File: src/rtl/sobol_pkg.sv
// Shared Sobol stream definitions: word layout and estimator FSM encoding.
// The generator and its consumers slice x and y from the same positions.
package sobol_pkg;

  localparam int SOBOL_W = 32;
  localparam int DIM_W   = 16;
  localparam int X_LSB   = 16;
  localparam int Y_LSB   = 0;

  typedef enum logic [1:0] {
    ST_IDLE  = 2'd0,
    ST_RUN   = 2'd1,
    ST_DRAIN = 2'd2,
    ST_DONE  = 2'd3
  } state_e;

endpackage

File: src/rtl/sobol_point_in_circle.sv
// Three-stage unit-circle test: register, square, sum/compare.
// A point is a hit when x^2 + y^2 < 2^32 (Q0.16 operands).
module sobol_point_in_circle
  import sobol_pkg::*;
(
  input  logic             i_clk,
  input  logic             i_rst,
  input  logic             i_valid,
  input  logic [DIM_W-1:0] i_x,
  input  logic [DIM_W-1:0] i_y,
  output logic             o_valid,
  output logic             o_hit
);

  logic             r_v1, r_v2, r_v3;
  logic [DIM_W-1:0] r_x, r_y;
  logic [31:0]      r_sq_x, r_sq_y;
  logic             r_hit;
  logic [31:0]      w_x32, w_y32;
  logic [32:0]      w_sum;

  assign w_x32 = {16'b0, r_x};
  assign w_y32 = {16'b0, r_y};
  assign w_sum = {1'b0, r_sq_x} + {1'b0, r_sq_y};

  // Only the valid bits need reset; data is qualified by them.
  always_ff @(posedge i_clk) begin
    if (i_rst) begin
      r_v1 <= 1'b0;
      r_v2 <= 1'b0;
      r_v3 <= 1'b0;
    end else begin
      r_v1 <= i_valid;
      r_v2 <= r_v1;
      r_v3 <= r_v2;
    end
  end

  always_ff @(posedge i_clk) begin
    r_x    <= i_x;
    r_y    <= i_y;
    r_sq_x <= w_x32 * w_x32;
    r_sq_y <= w_y32 * w_y32;
    r_hit  <= ~w_sum[32];
  end

  assign o_valid = r_v3;
  assign o_hit   = r_hit;

endmodule

File: src/rtl/sobol_mc_pi_estimator.sv
// Counts Sobol points inside the unit quarter circle over 2^N_LOG2 samples.
//   state | meaning
//   IDLE  | waiting for start; hit_count holds last result
//   RUN   | accepting samples until 2^N_LOG2 have been taken
//   DRAIN | letting the last samples clear the circle pipeline
//   DONE  | one-cycle done pulse, hit_count final
module sobol_mc_pi_estimator
  import sobol_pkg::*;
#(
  parameter int N_LOG2     = 10,
  parameter int PIPE_DEPTH = 3
) (
  input  logic               i_clk,
  input  logic               i_rst,
  input  logic               i_start,
  input  logic               i_sample_valid,
  input  logic [SOBOL_W-1:0] i_sample,
  output logic               o_busy,
  output logic               o_done,
  output logic [N_LOG2:0]    o_hit_count
);

  // Loaded with PIPE_DEPTH-1 and counted down to zero inclusive, so the
  // final in-flight sample lands in the accumulator before DONE.
  localparam logic [1:0] DRAIN_LOAD = 2'(PIPE_DEPTH - 1);

  state_e              r_state, w_next;
  logic [N_LOG2-1:0]   r_sample_cnt;
  logic [1:0]          r_drain_cnt;
  logic [N_LOG2:0]     r_acc;
  logic                w_accept, w_last, w_drain_tc;
  logic                w_pipe_valid, w_pipe_hit;

  assign w_accept   = (r_state == ST_RUN) && i_sample_valid;
  assign w_last     = w_accept && (r_sample_cnt == '1);
  assign w_drain_tc = (r_drain_cnt == 2'd0);

  sobol_point_in_circle u_pic (
    .i_clk   (i_clk),
    .i_rst   (i_rst),
    .i_valid (w_accept),
    .i_x     (i_sample[X_LSB +: DIM_W]),
    .i_y     (i_sample[Y_LSB +: DIM_W]),
    .o_valid (w_pipe_valid),
    .o_hit   (w_pipe_hit)
  );

  always_ff @(posedge i_clk) begin
    if (i_rst) r_state <= ST_IDLE;
    else       r_state <= w_next;
  end

  always_comb begin
    w_next = r_state;
    unique case (r_state)
      ST_IDLE:  if (i_start)    w_next = ST_RUN;
      ST_RUN:   if (w_last)     w_next = ST_DRAIN;
      ST_DRAIN: if (w_drain_tc) w_next = ST_DONE;
      ST_DONE:                  w_next = ST_IDLE;
      default:                  w_next = ST_IDLE;
    endcase
  end

  always_comb begin
    o_busy = 1'b0;
    o_done = 1'b0;
    unique case (r_state)
      ST_RUN, ST_DRAIN: o_busy = 1'b1;
      ST_DONE:          o_done = 1'b1;
      default:          ;
    endcase
  end

  always_ff @(posedge i_clk) begin
    if (i_rst) begin
      r_sample_cnt <= '0;
      r_drain_cnt  <= '0;
      r_acc        <= '0;
    end else begin
      if ((r_state == ST_IDLE) && i_start) begin
        r_sample_cnt <= '0;
        r_acc        <= '0;
      end else begin
        if (w_accept)                 r_sample_cnt <= r_sample_cnt + N_LOG2'(1);
        if (w_pipe_valid && w_pipe_hit) r_acc      <= r_acc + (N_LOG2+1)'(1);
      end
      if (w_last)
        r_drain_cnt <= DRAIN_LOAD;
      else if ((r_state == ST_DRAIN) && !w_drain_tc)
        r_drain_cnt <= r_drain_cnt - 2'd1;
    end
  end

  assign o_hit_count = r_acc;

endmodule

File: config.mk
export PLATFORM = sky130hd
export DESIGN_NAME = sobol_mc_pi_estimator
export DESIGN_NICKNAME = d
export VERILOG_FILES = /design/src/rtl/sobol_pkg.sv /design/src/rtl/sobol_point_in_circle.sv /design/src/rtl/sobol_mc_pi_estimator.sv
export SDC_FILE = /design/constraint.sdc
export NUM_CORES = 1
export LEC_CHECK = 0
export ABC_AREA = 1
export CORE_UTILIZATION = 45
export CTS_CLUSTER_DIAMETER = 120
export CTS_CLUSTER_SIZE = 10
export DETAILED_ROUTE_END_ITERATION = 8
export PLACE_DENSITY = 0.69
export SYNTH_ARGS = -nofsm -noshare
export SYNTH_HDL_FRONTEND = slang
export SYNTH_SLANG_ARGS = --single-unit
File: constraint.sdc
create_clock -name i_clk -period 6.7 [get_ports i_clk]
set_input_delay 1.005 -clock i_clk [delete_from_list [all_inputs] [get_ports i_clk]]
set_output_delay 1.005 -clock i_clk [all_outputs]
set_load 0.03 [all_outputs]
=== After elaboration in Yosys (flattened, before gate mapping) ===
Cells that the tools add are included.

* Flip-flop bits (word level): 125
* Input port bits: 36
* Word-level logic and storage cells: 48

* Add/subtract/negate cells: 4
* Multiply operators: 2
* Equality and inequality tests: 7
* Muxes and demuxes: 8
* Bitwise logic cells: 1
* Reduce and logical (&&, ||, !) cells: 13

{| class="wikitable"
|+ Operators with widths
! kind !! number
|-
| 16-bit by 16-bit multiplier with 32-bit output || 2
|-
| 32-bit by 32-bit adder with 33-bit output || 1
|-
| 11-bit by 1-bit adder with 11-bit output (second input constant) || 1
|-
| 10-bit by 1-bit adder with 10-bit output (second input constant) || 1
|-
| 10-bit == test (second input constant) || 1
|-
| 2-bit 2-to-1 mux || 5
|-
| 2-bit one-hot mux with 4 select lines || 1
|-
| 2-bit != test (second input constant) || 3
|-
| 2-bit OR reduction || 3
|-
| 1-bit logical AND || 5
|-
| 2-bit == test (second input constant) || 2
|-
| 2-bit logical NOT || 2
|-
| 3-bit AND reduction || 1
|-
| 2-bit by 1-bit == test with 1-bit output (second input constant) || 1
|-
| 1-bit 2-to-1 mux || 2
|-
| 2-bit nonzero test || 1
|-
| 2-bit by 1-bit subtractor with 2-bit output (second input constant) || 1
|-
| 1-bit logical NOT || 1
|-
| 1-bit NOT || 1
|}

=== Depth between registers and ports, before layout ===
* Depth in word-level cells: 5
* Depth in mapped cells: 27
* Gate-level depth less buffers: 25

=== Cells and area by module ===
From an unflattened synthesis, not the netlist that was laid out.

* Cell total of the unflattened synthesis: 2656
* Area, all modules: 20113.0 um^2

{| class="wikitable"
|+ Modules (own cells, without submodules)
! module !! instances !! cells an instance !! area each (um^2)
|-
| sobol_point_in_circle || 1 || 2472 || 18809.3
|-
| sobol_mc_pi_estimator || 1 || 184 || 1303.8
|}

=== Worst setup path after synthesis ===
Ideal clock, no wire load.

* Kind: reg2reg
* Start point: reg u_pic.r_y[4]
* End point: reg u_pic.r_sq_y[30]
* Library setup time: 0.112 ns
* Arrival: 5.186 ns
* Required time: 6.588 ns
* Slack: 1.402 ns
* Stages on the path, launching flop included: 23
* Path buffers: 2
* Period minus slack after synthesis: 5.298 ns
* Cell sequence: dfxtp_1 clkbuf_1 clkbuf_1 nand2_1 fa_1 fa_1 inv_1 fa_1 fa_1 fa_1 inv_1 fa_1 inv_1 ha_1 nand2_1 inv_1 nand2_1 nand2_1 nand3b_1 nand2_1 nand2_1 nand2_1 nand2_1

* Cells in the longest elaborated chain, start to end: 1

{| class="wikitable"
|+ RTL lines
! item !! RTL line !! text
|-
| from (decl) || sobol_point_in_circle.sv:16 || <nowiki>logic [DIM_W-1:0] r_x, r_y;</nowiki>
|-
| from (signal assigned) || sobol_point_in_circle.sv:41 || <nowiki>r_y <= i_y;</nowiki>
|-
| 16-bit by 16-bit multiplier with 32-bit output || sobol_point_in_circle.sv:43 || <nowiki>r_sq_y <= w_y32 * w_y32;</nowiki>
|-
| to (signal assigned) || sobol_point_in_circle.sv:43 ||
|-
| to (decl) || sobol_point_in_circle.sv:17 || <nowiki>logic [31:0] r_sq_x, r_sq_y;</nowiki>
|}

No other way between the ends.
A chain may end at the register's enable or synchronous reset.

=== Worst setup path in the final report ===
* Start point: reg u_pic.r_y[9]
* End point: reg u_pic.r_sq_y[23]

The elaborated chain is that of the path after synthesis.

==> summary.txt <==
routed wire length - 40.7 mm
number of maximum-capacitance violations - 0
placed cell area - 0.0211 mm^2
pins over their slew limit - 0
wire length of the first global-routing pass - 72.9 mm
setup repair after global routing missed its margin - no
hold buffer count at CTS - 0
path depth of the worst reg2reg path - 20
initial antenna violation count - 0
GR Util All Layers - 20.0%
worst-path maximum fanout - 16
met3 Resource Use GR - 2.74%
synthesized instance count - 2651
via count of the routed design - 15300
sequential cell area fraction in the yosys report - 12.1%
share of the synthesized area in the top cell type - 32.4%
DR WL/cell - 12.5 um
Critical Path Source - u_pic.r_y[9]
HPWL after detailed placement - 35.2 mm
Final #Nets - 3263
met2 layer usage reported by global route - 35.0%
number of buffers added by the clock tree synthesis step - 17
Post-CTS Setup Inserts - 0
total of fill cells in the finished design - 4227
num rows - 76
via-per-instance ratio - 4.69
number of failing hold endpoints at the final stage - 0
cell type with the largest total area after synthesis - sky130_fd_sc_hd__fa_1
mapped cell area - 0.0200 mm^2
number of gates given a new drive strength after cts - 0
Port-buffer cells - 48
Reg2Reg Setup Slack - 0.88 ns
signed area change from the synthesized netlist to the final layout - 8.27%
Most Crowded Layer GR - met2
Min-Delay Startpoint - u_pic.r_v1
post-route clock period utilization - 86.8%
TritonRoute pass-1 iters - 7
DRC - 0
FF+latch count, synth - 121
clock insertion delay at the later pin of the skew report - 0.46 ns
maximum buffer depth of the clock tree - 2
clock tree from TritonCTS - built
maximum number of pins on one net before global-route repair - 20
outcome - complete, no violations
cell at the root of the clock tree - sky130_fd_sc_hd__clkbuf_16
worst hold margin - 0.404 ns
minimum clock period - 5.82 ns
yosys warns - 0
sequential standard cell area - 0.00242 mm^2
chip width - 213 um
number of global-route vias before repair - 16200
crit end category - register
final standard cell area without fillers - 0.0217 mm^2
met1 layer usage reported by global route - 25.1%
most common cell after layout, fill and taps aside - sky130_fd_sc_hd__inv_1
number of levels the H-tree was split into - 4
number of instances on the worst hold path - 2
critical register-to-register path startpoint - u_pic.r_y[9]
starting DRC count in detailed routing - 672
Fmax - 172 MHz
post-layout util - 49.9%
most frequent cells in the layout - sky130_fd_sc_hd__inv_1, sky130_fd_sc_hd__nand2_1, sky130_fd_sc_hd__fa_1
number of clock sinks - 121
Synth Net Count - 3252
path type of the worst min-delay path - register to register
number of routed nets with antenna violations - 0
pin slew with the least headroom to its limit - 0.820 ns
final setup fails - 0
CTS clk-pin slew, worst paths - 0.06 ns
fraction of layout cells with a size suffix above 1 - 2.62%
Chip Height - 213 um
worst path arrival time - 6.16 ns
Avg Synthesized Cell Area - 7.56 um^2
CP Launch Type - register
remaining max-slew budget at the tightest pin - 45.3%
Worst Path Class, Setup - register to register
RD Place Congestion - 0.940
count of unique library cells instantiated by Yosys - 39
area of the multi-input gates - 0.0144 mm^2
Synth area leaders - sky130_fd_sc_hd__fa_1, sky130_fd_sc_hd__ha_1, sky130_fd_sc_hd__inv_1, sky130_fd_sc_hd__nand2_1, sky130_fd_sc_hd__dfxtp_1
required time of the worst setup path - 7.04 ns
number of diodes - 0
IO Count - 49
initial cell density of the core - 46.1%
Std-Cell Core Area - 0.0435 mm^2
area of the die - 0.0454 mm^2
final worst clock skew - 0.0139 ns
Setup TNS - 0 ns
global-route congestion overflow total - 0
==> layout make-up <==
type | instances | share of cell area [%]
inverters | 805 | 13.9
repair buffers | 53 | 2.39
well taps | 585 | 3.37
flip-flops and latches | 121 | 11.2
clock buffers | 18 | 1.98
multi-input cells | 1664 | 66.2
clock inverters | 13 | 0.986
==> per-layer routing <==
layer / share of wire (%) / vias to the layer above
met2: 50 / 293
met4: 2.3 / 0
met1: 44 / 7317
met5: 0 / -
met3: 4.0 / 63
li1: - / 7626
==> worst max-delay path: stages, from the launching register on <==
cell	delay (ns)
sky130_fd_sc_hd__dfxtp_1	0.81
sky130_fd_sc_hd__nand2_1	0.21
sky130_fd_sc_hd__fa_1	0.58
sky130_fd_sc_hd__inv_1	0.05
sky130_fd_sc_hd__fa_1	0.49
sky130_fd_sc_hd__inv_1	0.05
sky130_fd_sc_hd__fa_1	0.48
sky130_fd_sc_hd__inv_1	0.05
sky130_fd_sc_hd__fa_1	0.50
sky130_fd_sc_hd__fa_1	0.55
sky130_fd_sc_hd__inv_1	0.06
sky130_fd_sc_hd__fa_1	0.53
sky130_fd_sc_hd__inv_1	0.04
sky130_fd_sc_hd__ha_1	0.36
sky130_fd_sc_hd__nand2_1	0.11
sky130_fd_sc_hd__nor2_1	0.32
sky130_fd_sc_hd__nand3_1	0.14
sky130_fd_sc_hd__nand3_2	0.15
sky130_fd_sc_hd__nand2_1	0.08
sky130_fd_sc_hd__nand3_1	0.07
sky130_fd_sc_hd__nand2_1	0.06
==> cells by family after synthesis <==
family | Yosys count | synth area share [%]
AND/OR/NAND/NOR | 943 | 19.1
buffers and inverters | 866 | 16.3
adder cells (fa/ha/maj) | 565 | 47.4
flip-flops | 121 | 12.1
AO/OA/AOI/OAI | 103 | 2.85
XOR/XNOR | 53 | 2.32
==> synthesized netlist by cell type <==
library cell / instances
sky130_fd_sc_hd__nand3b_2: 1
sky130_fd_sc_hd__inv_2: 2
sky130_fd_sc_hd__o21a_1: 2
sky130_fd_sc_hd__nor2_2: 4
sky130_fd_sc_hd__o21ai_0: 14
sky130_fd_sc_hd__o211ai_1: 2
sky130_fd_sc_hd__buf_1: 1
sky130_fd_sc_hd__a21oi_2: 2
sky130_fd_sc_hd__nand3_1: 64
sky130_fd_sc_hd__xor2_1: 45
sky130_fd_sc_hd__fa_1: 324
sky130_fd_sc_hd__clkbuf_2: 1
sky130_fd_sc_hd__nor3_4: 2
sky130_fd_sc_hd__nor3b_1: 1
sky130_fd_sc_hd__dfxtp_1: 121
sky130_fd_sc_hd__nand4_1: 11
sky130_fd_sc_hd__o21bai_1: 9
sky130_fd_sc_hd__inv_1: 803
sky130_fd_sc_hd__nor2_4: 1
sky130_fd_sc_hd__nand2_1: 714
sky130_fd_sc_hd__or2_2: 5
sky130_fd_sc_hd__nor3_2: 1
sky130_fd_sc_hd__nor2_1: 113
sky130_fd_sc_hd__a21o_1: 2
sky130_fd_sc_hd__a21oi_1: 66
sky130_fd_sc_hd__nand2_2: 2
sky130_fd_sc_hd__and3_1: 1
sky130_fd_sc_hd__a31o_2: 2
sky130_fd_sc_hd__nor3_1: 7
sky130_fd_sc_hd__nand3_2: 12
sky130_fd_sc_hd__a31oi_1: 3
sky130_fd_sc_hd__and3_2: 1
sky130_fd_sc_hd__xnor2_1: 8
sky130_fd_sc_hd__ha_1: 241
sky130_fd_sc_hd__nand3b_1: 2
sky130_fd_sc_hd__buf_2: 4
sky130_fd_sc_hd__and2_1: 1
sky130_fd_sc_hd__clkbuf_1: 55
sky130_fd_sc_hd__o21ai_1: 1
==> path summary, 6_finish.rpt <==
kind,end
setup / recovery,u_pic.r_sq_y[23]
hold / removal,u_pic.r_v2
setup reg to reg,u_pic.r_sq_y[23]
hold reg to reg,u_pic.r_v2
==> stage by stage <==
stage,worst slack [ns],cells
floorplan,1.40,2651
global placement,0.923,3228
detailed placement,0.897,3228
CTS,0.890,3259
global route,0.530,3259
finish,0.884,3259
==> sequential cells by signal (all words and copies together), names as in the netlist <==
register and count:
u_pic.r_sq_x 30, r_sample_cnt 10, u_pic.r_y 16, u_pic.r_sq_y 30
u_pic.r_x 16, o_hit_count 11, u_pic.o_valid 1, u_pic.o_hit 1
u_pic.r_v2 1, u_pic.r_v1 1, r_drain_cnt 2, r_state 2
Power is left out: the tool's default activity adds up to more than one toggle a clock period on the data nets, which glitch-free logic cannot reach.
